--- config.mk ---
export PLATFORM = sky130hd
export DESIGN_NAME = pc_ctrl_flat
export DESIGN_NICKNAME = d
export VERILOG_FILES = /design/src/rtl/pc_ctrl_pkg.sv /design/src/rtl/pc_ctrl_if.sv /design/src/rtl/pc_ctrl.sv /design/src/flat_wrapper.sv
export SDC_FILE = /design/constraint.sdc
export NUM_CORES = 1
export LEC_CHECK = 0
export CAP_MARGIN = 20
export CORE_MARGIN = 10
export CORE_UTILIZATION = 47
export CTS_CLUSTER_DIAMETER = 50
export CTS_CLUSTER_SIZE = 20
export DETAILED_ROUTE_END_ITERATION = 10
export PLACE_DENSITY = 0.9
export SLEW_MARGIN = 20
export SYNTH_ARGS = -nofsm -noshare
export SYNTH_HDL_FRONTEND = slang
export SYNTH_SLANG_ARGS = --single-unit
--- constraint.sdc ---
create_clock -name clk -period 2.2 [get_ports clk]
set_clock_uncertainty 0.1 [all_clocks]
set_input_delay 0.22 -clock clk [delete_from_list [all_inputs] [get_ports clk]]
set_output_delay 0.22 -clock clk [all_outputs]
set_load 0.01 [all_outputs]
--- src/rtl/pc_ctrl_pkg.sv ---
// pc_ctrl_pkg: shared constants and types for the program-counter controller.
//   INST_NOP        - instruction the IF/ID register loads when flushed
//   DEF_RESET_ADDR  - default PC after reset
//   pc_state_e      - controller FSM states (IDLE, RUN, FLUSH)
//   word_align()    - clears the byte-offset bits of an address
package pc_ctrl_pkg;

    localparam logic [31:0] INST_NOP       = 32'h0000_0013;
    localparam logic [31:0] DEF_RESET_ADDR = 32'h0000_0000;

    typedef enum logic [1:0] {
        PC_IDLE  = 2'd0,
        PC_RUN   = 2'd1,
        PC_FLUSH = 2'd2
    } pc_state_e;

    function automatic logic [31:0] word_align(input logic [31:0] addr);
        return {addr[31:2], 2'b00};
    endfunction

endpackage

--- src/rtl/pc_ctrl_if.sv ---
// pc_ctrl_if: execute-stage redirect inputs and fetch-side outputs of the
// program-counter controller.
//   master : execute stage / instruction memory side (drives jump/hold/ready)
//   slave  : pc_ctrl (drives pc_o, fetch_req, flush_o, status and counters)
interface pc_ctrl_if #(
    parameter int CNT_W = 16
);
    logic              jump_en;
    logic [31:0]       jump_addr;
    logic              hold_en;
    logic              fetch_ready;
    logic [31:0]       pc_o;
    logic              fetch_req;
    logic              flush_o;
    logic              misalign_err;
    logic [CNT_W-1:0]  branch_cnt;
    logic [CNT_W-1:0]  taken_cnt;

    modport master (
        output jump_en, jump_addr, hold_en, fetch_ready,
        input  pc_o, fetch_req, flush_o, misalign_err, branch_cnt, taken_cnt
    );

    modport slave (
        input  jump_en, jump_addr, hold_en, fetch_ready,
        output pc_o, fetch_req, flush_o, misalign_err, branch_cnt, taken_cnt
    );
endinterface

--- src/rtl/pc_ctrl.sv ---
// pc_ctrl: owns the program counter. Increments on fetch_ready, holds on
// back-pressure, redirects on a taken jump from the execute stage and
// squashes wrong-path IF/ID contents for FLUSH_CYCLES cycles.
//   clk  - rising-edge clock
//   rst  - asynchronous active-low reset
//   bus  - pc_ctrl_if slave: jump_en/jump_addr/hold_en/fetch_ready in,
//          pc_o/fetch_req/flush_o/misalign_err/branch_cnt/taken_cnt out
module pc_ctrl
    import pc_ctrl_pkg::*;
#(
    parameter logic [31:0] RESET_ADDR   = DEF_RESET_ADDR,
    parameter int          FLUSH_CYCLES = 1,
    parameter int          CNT_W        = 16
) (
    input  logic      clk,
    input  logic      rst,
    pc_ctrl_if.slave  bus
);

    // The jump cycle itself is the first flush cycle, so FLUSH holds for
    // the remaining FLUSH_CYCLES-1 cycles.
    localparam logic [2:0] FLUSH_LOAD = 3'(FLUSH_CYCLES - 1);

    pc_state_e         state_q, state_d;
    logic [31:0]       pc_q, pc_d;
    logic [2:0]        fcnt_q, fcnt_d;
    logic              mis_q, mis_d;
    logic [CNT_W-1:0]  br_q, br_d;
    logic [CNT_W-1:0]  tk_q, tk_d;
    logic              flush;
    logic              fetch_req;
    logic              jump_ok;

    always_comb begin
        state_d   = state_q;
        pc_d      = pc_q;
        fcnt_d    = fcnt_q;
        mis_d     = mis_q;
        br_d      = br_q;
        tk_d      = tk_q;
        flush     = 1'b0;
        fetch_req = 1'b0;
        jump_ok   = bus.jump_en && (state_q != PC_IDLE);

        case (state_q)
            PC_IDLE: state_d = PC_RUN;
            PC_RUN, PC_FLUSH: begin
                fetch_req = 1'b1;
                flush     = (state_q == PC_FLUSH);
                if (jump_ok) begin
                    // Redirect beats both increment and stall; newest target wins.
                    flush   = 1'b1;
                    pc_d    = word_align(bus.jump_addr);
                    fcnt_d  = FLUSH_LOAD;
                    state_d = (FLUSH_CYCLES > 1) ? PC_FLUSH : PC_RUN;
                end else begin
                    if (bus.fetch_ready)
                        pc_d = pc_q + 32'd4;
                    if (state_q == PC_FLUSH) begin
                        fcnt_d = fcnt_q - 3'd1;
                        if (fcnt_q <= 3'd1)
                            state_d = PC_RUN;
                    end
                end
            end
            default: state_d = PC_IDLE;
        endcase

        if (jump_ok && (bus.jump_addr[1:0] != 2'b00))
            mis_d = 1'b1;

        // Statistics counters saturate at all-ones.
        if (bus.hold_en && !(&br_q))
            br_d = br_q + CNT_W'(1);
        if (bus.jump_en && !(&tk_q))
            tk_d = tk_q + CNT_W'(1);
    end

    always_ff @(posedge clk or negedge rst) begin
        if (!rst) begin
            state_q <= PC_IDLE;
            pc_q    <= RESET_ADDR;
            fcnt_q  <= 3'd0;
            mis_q   <= 1'b0;
            br_q    <= '0;
            tk_q    <= '0;
        end else begin
            state_q <= state_d;
            pc_q    <= pc_d;
            fcnt_q  <= fcnt_d;
            mis_q   <= mis_d;
            br_q    <= br_d;
            tk_q    <= tk_d;
        end
    end

    assign bus.pc_o         = pc_q;
    assign bus.fetch_req    = fetch_req;
    assign bus.flush_o      = flush;
    assign bus.misalign_err = mis_q;
    assign bus.branch_cnt   = br_q;
    assign bus.taken_cnt    = tk_q;

endmodule

--- src/flat_wrapper.sv ---
// flat-port wrapper written by rule: the top's interface ports become plain ports
module pc_ctrl_flat import pc_ctrl_pkg::*;
#(
    parameter logic [31:0] RESET_ADDR   = DEF_RESET_ADDR,
    parameter int          FLUSH_CYCLES = 1,
    parameter int          CNT_W        = 16
)
  (clk, rst, bus_jump_en, bus_jump_addr, bus_hold_en, bus_fetch_ready, bus_pc_o, bus_fetch_req, bus_flush_o, bus_misalign_err, bus_branch_cnt, bus_taken_cnt);
  pc_ctrl_if #(.CNT_W(CNT_W)) bus_i ();
  input  logic clk;
  input  logic rst;
  input wire logic [$bits(bus_i.jump_en)-1:0] bus_jump_en;
  input wire logic [$bits(bus_i.jump_addr)-1:0] bus_jump_addr;
  input wire logic [$bits(bus_i.hold_en)-1:0] bus_hold_en;
  input wire logic [$bits(bus_i.fetch_ready)-1:0] bus_fetch_ready;
  output wire logic [$bits(bus_i.pc_o)-1:0] bus_pc_o;
  output wire logic [$bits(bus_i.fetch_req)-1:0] bus_fetch_req;
  output wire logic [$bits(bus_i.flush_o)-1:0] bus_flush_o;
  output wire logic [$bits(bus_i.misalign_err)-1:0] bus_misalign_err;
  output wire logic [$bits(bus_i.branch_cnt)-1:0] bus_branch_cnt;
  output wire logic [$bits(bus_i.taken_cnt)-1:0] bus_taken_cnt;
  assign bus_i.jump_en = bus_jump_en;
  assign bus_i.jump_addr = bus_jump_addr;
  assign bus_i.hold_en = bus_hold_en;
  assign bus_i.fetch_ready = bus_fetch_ready;
  assign bus_pc_o = bus_i.pc_o;
  assign bus_fetch_req = bus_i.fetch_req;
  assign bus_flush_o = bus_i.flush_o;
  assign bus_misalign_err = bus_i.misalign_err;
  assign bus_branch_cnt = bus_i.branch_cnt;
  assign bus_taken_cnt = bus_i.taken_cnt;
  pc_ctrl #(.RESET_ADDR(RESET_ADDR), .FLUSH_CYCLES(FLUSH_CYCLES), .CNT_W(CNT_W)) u_core (.clk(clk), .rst(rst), .bus(bus_i));
endmodule
==> flow_metrics.env <==
export IMPL_synth_cell_type_count=41
export IMPL_yosysSeqAreaShare_pct=48.8
export IMPL_syn_area_per_cell_um2=9.77
export IMPL_rsz0062_at_grt="false"
export IMPL_hold_viol=0
export IMPL_synth_area_mm2=0.00328
export IMPL_num_rows=30
export IMPL_routed_via_count=2869
export IMPL_synth_warnings=0
export IMPL_io_buffers=101
export IMPL_cts_tree="built"
export IMPL_dpl_hpwl_um=6710
export IMPL_synth_seq_cells=64
export IMPL_hp_class="input pin to async pin"
export IMPL_top_level_ports=104
export IMPL_critPathKind="register to register"
export IMPL_track_usage_pct=16.4
export IMPL_htreeDepth=3
export IMPL_ant_nets=0
export IMPL_grt_max_degree=60
export IMPL_dieArea_mm2=0.0107
export IMPL_preCtsSetupSlack_ns=0.190
export IMPL_finalSetupViolations=0
export IMPL_path_clk_slew_ns=0.07
export IMPL_finalInstanceArea_mm2=0.00467
export IMPL_min_period_over_period_pct=91.9
export IMPL_worstPathRequired_ns=2.32
export IMPL_grt_antenna_before_repair=0
export IMPL_critPathLaunchType="register"
export IMPL_fmax_mhz=495
export IMPL_worst_pin_slew_ns=0.601
export IMPL_ctsRootBufferMaster="clkbuf_8"
export IMPL_cts_sinks=64
export IMPL_setup_ws_ns=0.179
export IMPL_route_detailed_drc=0
export IMPL_final_layout_size_suffix_gt1_share_pct=8.02
export IMPL_antenna_cells=0
export IMPL_nFillCells=530
export IMPL_nNetsFinal=484
export IMPL_design_core_area_mm2=0.00679
export IMPL_routedWlPerCell_um=16.1
export IMPL_routed_wl_um=8760
export IMPL_grt_overflow_total=0
export IMPL_viasPerCell=5.26
export IMPL_irDropWorstVdd_mv=0.713
export IMPL_final_util_pct=68.7
export IMPL_die_w_um=104
export IMPL_placed_area_mm2=0.00442
export IMPL_cp_end_kind="register"
export IMPL_drt_pass1_iter_count=4
export IMPL_tns_ns=0
export IMPL_cts_max_path_buffers=2
export IMPL_p_per_area_mw_per_mm2=867
export IMPL_synthesis_instances=336
export IMPL_place_congestion=0.806
export IMPL_outcome="completed"
export IMPL_synthToLayoutAreaGrowth_pct=42.1
export IMPL_r2r_start="u_core.bus.branch_cnt[6]"
export IMPL_drv_slew=0
export IMPL_maxCapViolations=0
export IMPL_finalCriticalPeriod_ns=2.02
export IMPL_grt_pass1_wl_um=14700
export IMPL_slew_headroom_pct=60.0
export IMPL_drtIter0Drc=74
export IMPL_numCtsBuffers=9
export IMPL_grt_pass1_vias=2929
export IMPL_die_y_um=104
export IMPL_p_leak_nw=1.88
export IMPL_crit_start="u_core.bus.branch_cnt[6]"
export IMPL_clk_latency_ns=0.35
export IMPL_arrival_ns=2.14
export IMPL_cp_max_fo=6
export IMPL_floorplan_initialDensity_pct=48.3
==> per-stage QoR <==
| step | total power [mW] | hold slack, ns | instances |
|---|---|---|---|
| after floorplan | 2.19 | -0.176 | 337 |
| after global placement | 2.84 | 0.153 | 528 |
| after detailed placement | 2.89 | 0.159 | 528 |
| after CTS | 4.09 | 0.328 | 545 |
| after global routing | 4.28 | 0.331 | 545 |
| final | 4.05 | 0.314 | 545 |
==> routing by layer <==
layer | global-route usage (%) | vias to the layer above | wire, um
met2 | 27.4 | 95 | 4290
met4 | 6.45 | 0 | 181
met3 | 5.33 | 17 | 530
met1 | 18.9 | 1378 | 3760
li1 | - | 1379 | -
met5 | 0 | - | 0
==> cell families after synthesis <==
family                     synth area share (%)
and+or+nand+nor                            24.6
DFF                                        48.8
xor gates and xnor gates                   14.4
AOI/OAI and AO/OA                          7.62
buffers and inverters                      2.52
adders and majority gates                  1.14
other                                     0.229
muxes                                     0.686
==> cells in the mapped netlist, drive strengths merged <==
library cell / n / area, um2
ha: 3 / 37.5
or4: 1 / 7.51
nor4: 5 / 71.3
o22ai: 3 / 18.8
or2: 2 / 12.5
nor3b: 1 / 7.51
conb: 2 / 7.51
a21boi: 1 / 7.51
and2: 2 / 12.5
and4: 8 / 70.1
o21a: 2 / 15.0
nand4b: 2 / 17.5
a21oi: 33 / 165
o21ai: 3 / 15.0
nor2b: 1 / 6.26
or3: 2 / 12.5
a31o: 1 / 8.76
dfrtp: 64 / 1600
mux2: 2 / 22.5
nand2: 26 / 97.6
o21bai: 1 / 7.51
buf: 3 / 26.3
a31oi: 2 / 12.5
inv: 5 / 18.8
nor4b: 1 / 8.76
and3: 8 / 50.1
nand3: 24 / 120
nand4bb: 1 / 11.3
or3b: 1 / 8.76
clkbuf: 10 / 37.5
nor2: 42 / 158
nor3: 8 / 40.0
xor2: 28 / 245
xnor2: 26 / 228
nand4: 12 / 96.3
==> final timing paths <==
path	end	slack, ns	depth (start not counted)
worst min-delay path	u_core.bus.pc_o[10]	0.31	2
worst max register to register	u_core.bus.branch_cnt[1]	0.18	5
max in group asynchronous	u_core.bus.branch_cnt[14]	1.06	3
min in group clk	u_core.bus.pc_o[24]	0.35	3
worst min register to register	u_core.bus.misalign_err	0.40	1
worst max-delay path	u_core.bus.branch_cnt[1]	0.18	5
==> cell usage in the layout, fill, tap and decap left out, types with 2 or more instances in the layout <==
| cell type | Yosys | final |
|---|---|---|
| and2_1 | 2 | 2 |
| a31oi_1 | 2 | 2 |
| o21ai_0 | 2 | 2 |
| nand2_1 | 26 | 25 |
| xnor2_1 | 26 | 26 |
| bufinv_16 | 0 | 2 |
| nand4b_1 | 2 | 2 |
| clkbuf_8 | 0 | 12 |
| nor2_1 | 42 | 42 |
| o22ai_1 | 3 | 3 |
| conb_1 | 2 | 3 |
| dfrtp_1 | 64 | 64 |
| clkinvlp_4 | 0 | 2 |
| and3_1 | 8 | 8 |
| nor4_2 | 4 | 4 |
| ha_1 | 3 | 3 |
| mux2_2 | 2 | 2 |
| nand4_1 | 10 | 10 |
| buf_4 | 2 | 6 |
| clkdlybuf4s50_1 | 0 | 100 |
| or3_1 | 2 | 2 |
| xor2_1 | 28 | 28 |
| inv_1 | 5 | 5 |
| and4_1 | 8 | 8 |
| o21a_1 | 2 | 2 |
| nand3_1 | 24 | 24 |
| a21oi_1 | 33 | 33 |
| nor3_1 | 8 | 8 |
==> timing repair <==
action,in CTS,in global routing
buffers inserted,0,0
hold buffers,1,0
gates resized for setup,0,0
endpoints found under the hold margin,24,0
==> flip-flops by register name, indices dropped and copies added (netlist names) <==
register / flops
u_core.bus.taken_cnt: 16
u_core.bus.pc_o: 30
u_core.state_q: 1
u_core.bus.misalign_err: 1
u_core.bus.branch_cnt: 16
==> critical path, cell delays in order, from the launching register on <==
cell,delay [ns]
dfrtp_1,0.42
and4_1,0.24
or3b_1,0.41
or2_1,0.28
nand2_1,0.12
mux2_2,0.34
==> area by class of cell <==
| type | count | area (um2) | area share (%) |
|---|---|---|---|
| sequential | 64 | 1600 | 34.3 |
| inverter | 5 | 18.8 | 0.402 |
| clock inverter | 4 | 75.1 | 1.61 |
| timing repair buffer | 109 | 1080 | 23.2 |
| multi-input combinational | 255 | 1610 | 34.4 |
| tap | 96 | 120 | 2.57 |
| clock buffer | 12 | 165 | 3.54 |
==> report_power, final <==
| group | internal, mW | switching, mW |
|---|---|---|
| combinational | 0.675 | 0.496 |
| sequential | 1.39 | 0.299 |
| clock | 0.731 | 0.455 |
No activity file was read; power rests on OpenSTA's default activity.
